--- src/rtl/countdown_sequencer.sv ---
// countdown_sequencer: input conditioning, speed-scaled ticks and SET/RUN/ALARM sequencing for a BCD countdown
module countdown_sequencer #(
  parameter int BASE_DIV   = 50_000_000,
  parameter int DB_CYC     = 1_000_000,
  parameter int REPEAT_CYC = 12_500_000
) (
  input  logic       Clk_50MHz,
  input  logic       Rst_n,
  input  logic [3:0] Sw,
  input  logic       Up,
  input  logic       Down,
  input  logic       Accel,
  input  logic       Zero,
  output logic       Tick,
  output logic       Inc,
  output logic       Dec,
  output logic [1:0] Field,
  output logic       Led,
  output logic [2:0] ALed,
  output logic [1:0] State
);
  localparam int PW = $clog2(BASE_DIV + 1);
  localparam int DW = $clog2(DB_CYC + 1);
  localparam int RW = $clog2(REPEAT_CYC + 1);
  typedef enum logic [1:0] {SET = 2'd0, RUN = 2'd1, ALARM = 2'd2} state_t;
  state_t state, state_nxt;
  logic [3:0] sw_m, sw_s;
  logic [2:0] btn_m, btn_s, db, db_q, press;
  logic [2:0] aled;
  logic [PW-1:0] presc, div_m1;
  logic [RW-1:0] rcnt;
  logic [1:0] field_c;
  logic one_held, any_press, rep, inc_req, dec_req;
  // two-flop synchronisers; buttons are active-low so they settle to released
  always_ff @(posedge Clk_50MHz or negedge Rst_n)
    if (!Rst_n) begin
      sw_m  <= '0;
      sw_s  <= '0;
      btn_m <= '1;
      btn_s <= '1;
    end else begin
      sw_m  <= Sw;
      sw_s  <= sw_m;
      btn_m <= {Accel, Down, Up};
      btn_s <= btn_m;
    end
  for (genvar i = 0; i < 3; i++) begin : g_db
    logic [DW-1:0] cnt;
    logic lvl;
    // adopt the synced level once it has held a new value for DB_CYC cycles
    always_ff @(posedge Clk_50MHz or negedge Rst_n)
      if (!Rst_n) begin
        cnt <= '0;
        lvl <= 1'b1;
      end else if (btn_s[i] == lvl) cnt <= '0;
      else if (cnt == DW'(DB_CYC - 1)) begin
        cnt <= '0;
        lvl <= btn_s[i];
      end else cnt <= cnt + DW'(1);
    assign db[i] = lvl;
  end
  // previous debounced levels for falling-edge (press) detection
  always_ff @(posedge Clk_50MHz or negedge Rst_n)
    if (!Rst_n) db_q <= '1;
    else db_q <= db;
  assign press     = db_q & ~db;
  assign one_held  = db[0] ^ db[1];
  assign any_press = press[0] | press[1];
  assign div_m1    = aled[2] ? PW'(BASE_DIV / 4 - 1) : aled[1] ? PW'(BASE_DIV / 2 - 1) : PW'(BASE_DIV - 1);
  // speed selector rotates 1x -> 2x -> 4x on each Accel press, in every state
  always_ff @(posedge Clk_50MHz or negedge Rst_n)
    if (!Rst_n) aled <= 3'b001;
    else if (press[2]) aled <= {aled[1:0], aled[2]};
  // tick prescaler runs only in RUN and restarts on any speed change
  always_ff @(posedge Clk_50MHz or negedge Rst_n)
    if (!Rst_n) presc <= '0;
    else presc <= (state == RUN && !press[2] && presc != div_m1) ? presc + PW'(1) : '0;
  // auto-repeat timer counts while exactly one of Up/Down is held in SET
  always_ff @(posedge Clk_50MHz or negedge Rst_n)
    if (!Rst_n) rcnt <= '0;
    else rcnt <= (state == SET && one_held && !any_press && !rep) ? rcnt + RW'(1) : '0;
  // state register
  always_ff @(posedge Clk_50MHz or negedge Rst_n)
    if (!Rst_n) state <= SET;
    else state <= state_nxt;
  // next state, field decode and edit command requests
  always_comb begin
    state_nxt = state;
    field_c   = 2'd3;
    rep       = 1'b0;
    inc_req   = 1'b0;
    dec_req   = 1'b0;
    state_nxt = sw_s[0] ? SET : (state == ALARM || Zero) ? ALARM : RUN;
    field_c   = sw_s[3:1] == 3'b001 ? 2'd0 : sw_s[3:1] == 3'b010 ? 2'd1 : sw_s[3:1] == 3'b100 ? 2'd2 : 2'd3;
    rep       = state == SET && one_held && !any_press && rcnt == RW'(REPEAT_CYC - 1);
    inc_req   = (press[0] && !press[1]) || (rep && !db[0]);
    dec_req   = (press[1] && !press[0]) || (rep && !db[1]);
  end
  // registered one-cycle command outputs
  always_ff @(posedge Clk_50MHz or negedge Rst_n)
    if (!Rst_n) begin
      Tick  <= 1'b0;
      Inc   <= 1'b0;
      Dec   <= 1'b0;
      Field <= 2'd3;
    end else begin
      Tick  <= state == RUN && !sw_s[0] && !Zero && presc == div_m1;
      Inc   <= state == SET && field_c != 2'd3 && inc_req;
      Dec   <= state == SET && field_c != 2'd3 && dec_req;
      Field <= field_c;
    end
  assign Led   = state == ALARM;
  assign ALed  = aled;
  assign State = state;
endmodule

--- config.mk ---
export PLATFORM = sky130hd
export DESIGN_NAME = countdown_sequencer
export DESIGN_NICKNAME = d
export VERILOG_FILES = /design/src/rtl/countdown_sequencer.sv
export SDC_FILE = /design/constraint.sdc
export NUM_CORES = 1
export LEC_CHECK = 0
export CAP_MARGIN = 40
export CORE_MARGIN = 2
export CORE_UTILIZATION = 60
export CTS_BUF_LIST = sky130_fd_sc_hd__clkbuf_16
export CTS_CLUSTER_DIAMETER = 200
export DETAILED_ROUTE_END_ITERATION = 10
export PLACE_DENSITY = 0.79
export SLEW_MARGIN = 20
export SYNTH_ARGS = -nofsm -noshare
export SYNTH_HDL_FRONTEND = slang
export SYNTH_SLANG_ARGS = --single-unit
--- constraint.sdc ---
create_clock -name Clk_50MHz -period 2.25 [get_ports Clk_50MHz]
set_input_delay 0.3375 -clock Clk_50MHz [delete_from_list [all_inputs] [get_ports Clk_50MHz]]
set_output_delay 0.3375 -clock Clk_50MHz [all_outputs]
set_load 0.02 [all_outputs]
Yosys cells after proc, flatten, opt, wreduce, memory -nomap -nowiden --
Index checks and enable logic that the tools add are counted. W data, S select, Z words.
Word-level totals: register bits 140, input port bits 10, output and inout bits 11, logic and storage cells 93
Operators by class: $add $sub $neg 5, eq/ne operators 15, mux-type cells 15, bitwise logic cells 7, reductions and logical operators 32
Operators by type and width (number):
- $mux W20 | 6
- $mux W26 | 3
- $add A20 B1 Y20 const B | 3
- $eq A20 B20 Y1 const B | 3
- $add A26 B1 Y26 const B | 1
- $eq A26 B26 Y1 | 1
- $ne A26 B26 Y1 | 1
- $add A24 B1 Y24 const B | 1
- $eq A24 B24 Y1 const B | 1
- $mux W24 | 1
- $logic_and A1 B1 Y1 | 16
- $logic_not A1 Y1 | 9
- $mux W2 | 4
- $reduce_and A2 Y1 | 3
- $and A3 B3 Y3 | 1
- $eq A1 B1 Y1 | 3
- $eq A3 B1 Y1 const B | 1
- $eq A3 B2 Y1 const B | 1
- $eq A3 B3 Y1 const B | 1
- $logic_or A1 B1 Y1 | 3
- $not A1 Y1 | 3
- $not A3 Y3 | 1
- $eq A2 B1 Y1 const B | 1
- $eq A2 B2 Y1 const B | 1
- 5 further kinds | 5

Logic depth before layout (Yosys ltp) --
depth after elaboration 9, gate-level depth with buffers 8, depth with buffers taken out 6

Worst setup path after synthesis --
No wires, ideal clock.
kind register to register, start point register aled[2] (netlist: ALed[2]), end point register presc[11], library setup time 0.136 ns, arrival time 1.715 ns, required time 2.114 ns, slack 0.399 ns, cell stages (with the launch flop) 8, buffers on the path 2, clock period less this slack 1.851 ns, cell sequence dfrtp_1 > buf_6 > nor4_2 > and3_1 > o2111ai_2 > nor4_4 > buf_6 > nor3_1
Between the ends: cells in the longest elaborated chain, start to end 4
Ends and longest elaborated chain:
- from (decl) | RTL line 29 | logic [2:0] aled;
- from (signal assigned) | RTL line 73 | else if (press[2]) aled <= {aled[1:0], aled[2]};
- $mux W26 | RTL line 69 | assign div_m1 = aled[2] ? PW'(BASE_DIV / 4 - 1) : aled[1] ? PW'(BASE_DIV / 2 - 1) : PW'(BASE_DIV - 1);
- $ne A26 B26 Y1 | RTL line 77 | else presc <= (state == RUN && !press[2] && presc != div_m1) ? presc + PW'(1) : '0;
- $logic_and A1 B1 Y1 | RTL line 77
- $mux W26 | RTL line 77
- to (signal assigned) | RTL line 77
- to (decl) | RTL line 30 | logic [PW-1:0] presc, div_m1;
No other way between the ends. A chain may end at the register's enable or synchronous reset.

Worst setup path in the final report --
start point register state[0] (netlist: State[0]), end point output Led
Between the ends: cells in the longest elaborated chain, start to end 1
Ends and longest elaborated chain:
- from (decl) | RTL line 26 | state_t state, state_nxt;
- from (signal assigned) | RTL line 85 | else state <= state_nxt;
- $eq A2 B2 Y1 | RTL line 112 | assign Led = state == ALARM;
- to (decl) | RTL line 18 | output logic Led,
No other way between the ends.

==> results.py <==
metrics = {
    "power_and_ir_drop": {
        "leakage_nw": 3.13,
        "power_per_cell_area_nw_per_um2": 732,
        "seqPwrFrac_pct": 46.5,
        "clockPowerShare_pct": 50.3,
        "swShare_pct": 21.5,
        "vdd_drop_max_mv": 0.590,
        "p_int_mw": 4.36,
        "power_frac_comb_pct": 3.1,
        "switchingPower_mw": 1.19,
    },
    "logic_synthesis": {
        "synth_compound_area_share_pct": 1.71,
        "ys_ff_latch": 140,
        "synth_top_family_by_area": "simple AND/OR/NAND/NOR gates",
        "async_flop_share_pct": 100,
        "synth.avg_cell_area_sq_um": 10.3,
        "yosysUniqueCellTypes": 44,
        "synthTopCellsByArea": "dfrtp_1 48%, xor2_1 8.1%, nor2_1 6.3%",
        "synth-edff-count": 0,
        "syn_inst": 640,
        "syn_nets": 655,
        "synth_commonest_cells": "125 x dfrtp_1, 110 x nor2_1, 61 x xor2_1",
        "synthAdderAreaFrac_pct": 0.951,
        "synth_most_common_cell": "dfrtp_1",
        "synth_ff_type": "dfrtp_1",
        "synth-xor-area-share_pct": 13.7,
        "synthSimpleGateAreaFrac_pct": 27.2,
        "netlist.top_cell.by_area": "dfrtp_1",
        "yosysWarnings": 0,
        "syn_area_sq_um": 6580,
        "ys_seq_area_share_pct": 53.5,
        "post-synth-top-area-fraction_pct": 47.5,
        "synthMuxAreaShare_pct": 0.666,
    },
    "grt": {
        "grt_pass1_wl_mm": 21.8,
        "gr-total-overflow": 0,
        "grt_max_degree": 58,
        "grt_usage_pct": 23.6,
        "antenna_found_initial": 0,
        "grt_pass1_vias": 4746,
    },
    "setup_path": {
        "r2r_cells": 6,
        "critPathLaunchType": "flip-flop",
        "rr_endpoint": "Tick",
        "critPathLaunch": "State[0]",
        "worstPathArrival_ns": 1.72,
        "crit_fanout": 3,
        "endpoint_kind": "primary output",
        "critical_path_class": "flip-flop to primary output",
        "r2r_slack_ns": 0.26,
        "required_ns": 1.91,
        "rr_startpoint": "ALed[2]",
    },
    "timing": {
        "setup-tns-final_ns": 0,
        "max_freq_mhz": 486,
        "layout_setup_ws_ns": 0.191,
        "rsz0062_at_grt": "no",
        "fin_crit_sh_pct": 91.5,
        "finClkSkew_ns": 0.00857,
        "min_period_ns": 2.06,
        "slew_headroom_pct": 61.5,
        "maxSlewViolCount": 0,
        "hold_ws_ns": 0.326,
        "hold_viol": 0,
        "setup_violations": 0,
        "tightest_slew_ns": 0.572,
    },
    "place": {
        "dp_hpwl_mm": 8.44,
        "pre_cts_slack_ns": 0.311,
        "io_buffer_count": 20,
        "place_area_sq_um": 6980,
        "gp_congestion": 0.863,
        "placed_cells": 797,
    },
    "die": {
        "dieHeight_microns": 109,
        "ioPinCount": 21,
        "die_x_microns": 109,
        "dieArea_sq_um": 11800,
        "fp-row-count": 38,
        "start_util_pct": 61.2,
        "coreArea_sq_um": 10700,
    },
    "cells_and_area": {
        "drive_above_1_share_pct": 11.6,
        "final_area_sq_um": 7590,
        "nets": 692,
        "area_growth_syn_to_layout_pct": 15.3,
        "antenna_cells": 0,
        "finalNonFillerCells": 830,
    },
    "cts": {
        "cts.sinks": 140,
        "insertion_delay_ns": 0.42,
        "cts_max_level": 4,
        "clk_pin_slew_ns": 0.06,
        "cts_resized": 0,
        "tritoncts": "done",
        "cts_buffers": 17,
        "cts_buffer_depth": 2,
        "cts_root_buffer": "clkbuf_16",
    },
    "min_path": {
        "hp-start": "Down",
        "hold_class": "primary input to flip-flop",
        "hold_end": "btn_m[1]",
        "min_path_cells": 1,
    },
    "detailed_routing": {
        "ant_nets": 0,
        "dr_total_vias": 4704,
        "initialDrtViolationCount": 259,
        "drt-vias-per-instance": 5.67,
        "drt_first_pass_iters": 4,
        "drc": 0,
        "routed_wl_mm": 12.7,
        "routedWlPerCell_microns": 15.3,
    },
    "flow_run": {
        "cap_viol_max_count": 0,
    },
    "run_status": {
        "status": "completed",
    },
}
-- power groups by stage --
stage          clock (mW)  sequential, mW  combinational (mW)
6_report             2.79            2.58               0.174
3_3_place_gp            0            2.62               0.171
5_1_grt              2.94            2.59               0.199
3_5_place_dp            0            2.63               0.177
2_1_floorplan           0            2.63              0.0620
4_1_cts              2.84            2.58               0.179
-- how the worst max path moves through the flow --
stage / to / slack [ns] / depth (start not counted)
after global placement: Tick / 0.39 / 7
after CTS: Led / 0.16 / 2
after global routing: Tick / 0.07 / 7
after floorplan: presc[11] / 0.40 / 7
after detailed placement: Tick / 0.31 / 7
final: Led / 0.19 / 2
-- kinds of logic (layout without fill, tap and decap cells) --
logic type / after synthesis / after routing
simple gates: 343 / 343
flops: 140 / 140
xor+xnor: 103 / 103
buf+inv: 27 / 77
compound gates: 18 / 18
fa+ha+maj: 5 / 5
mux: 4 / 4
-- critical path, stage by stage (launching register included) --
cell and delay [ns]:
dfrtp_1 0.38, nor2b_1 0.26, clkdlybuf4s50_1 0.67
-- area by class of cell --
type | instances | area (sq um)
clock buffers | 17 | 425
clock inverters | 15 | 174
fillers | 763 | 3160
inverters | 10 | 37.5
multi-input cells | 473 | 2910
flip-flops and latches | 140 | 3520
well taps | 140 | 175
repair buffers | 35 | 342
-- sequential cells by signal, summed over array words and instances, names as in the netlist --
name      count
g_db.cnt     60
presc        26
rcnt         24
sw_m          4
sw_s          4
ALed          3
btn_m         3
btn_s         3
db_q          3
g_db.lvl      3
Field         2
State         2
Dec           1
Inc           1
Tick          1
-- layout by cell type (no fill, tap or decap), types with 3 or more instances in the layout --
| cell | Yosys | final |
|---|---|---|
| a21oi_1 | 6 | 6 |
| nor4b_1 | 5 | 5 |
| nor4_1 | 7 | 7 |
| o21ai_0 | 6 | 5 |
| nor3_1 | 38 | 38 |
| or2_2 | 5 | 5 |
| and3_1 | 17 | 17 |
| nor2b_1 | 4 | 4 |
| dfstp_2 | 15 | 15 |
| clkinv_2 | 0 | 4 |
| nand3b_1 | 3 | 3 |
| nand2b_1 | 5 | 5 |
| xor2_1 | 61 | 61 |
| dfrtp_1 | 125 | 125 |
| inv_1 | 10 | 10 |
| clkbuf_16 | 0 | 17 |
| mux2_2 | 3 | 3 |
| nor4_4 | 4 | 4 |
| nor2_1 | 110 | 110 |
| buf_4 | 3 | 12 |
| nor3b_1 | 3 | 3 |
| xnor2_1 | 42 | 42 |
| clkinvlp_4 | 0 | 5 |
| ha_1 | 5 | 5 |
| nor4_2 | 4 | 4 |
| bufinv_16 | 0 | 3 |
| clkdlybuf4s50_1 | 0 | 19 |
| nand3_1 | 45 | 45 |
| and4_1 | 10 | 10 |
| nand4_1 | 22 | 22 |
| nand2_1 | 50 | 50 |
-- per-layer routing --
metal	global-route usage, %	wire length (microns)	up-vias
met5	0	0	-
met4	9.98	276	0
met3	6.63	429	25
met2	38.7	6350	80
met1	29.5	5610	2334
li1	-	-	2265
-- through the flow --
stage	power [mW]	utilization [%]
after global placement	2.79	64.9
after CTS	5.60	70.6
after floorplan	2.69	-
final	5.55	70.6
after detailed placement	2.80	64.9
after global routing	5.72	70.6
-- timing repair --
item / 4_1_cts / 5_1_grt
endpoints found under the setup margin: 0 / 0
hold buffers: 1 / 0
setup buffers: 0 / 0
hold endpoints to repair: 54 / 0
Note: power is estimated with default switching activity, not from simulation.
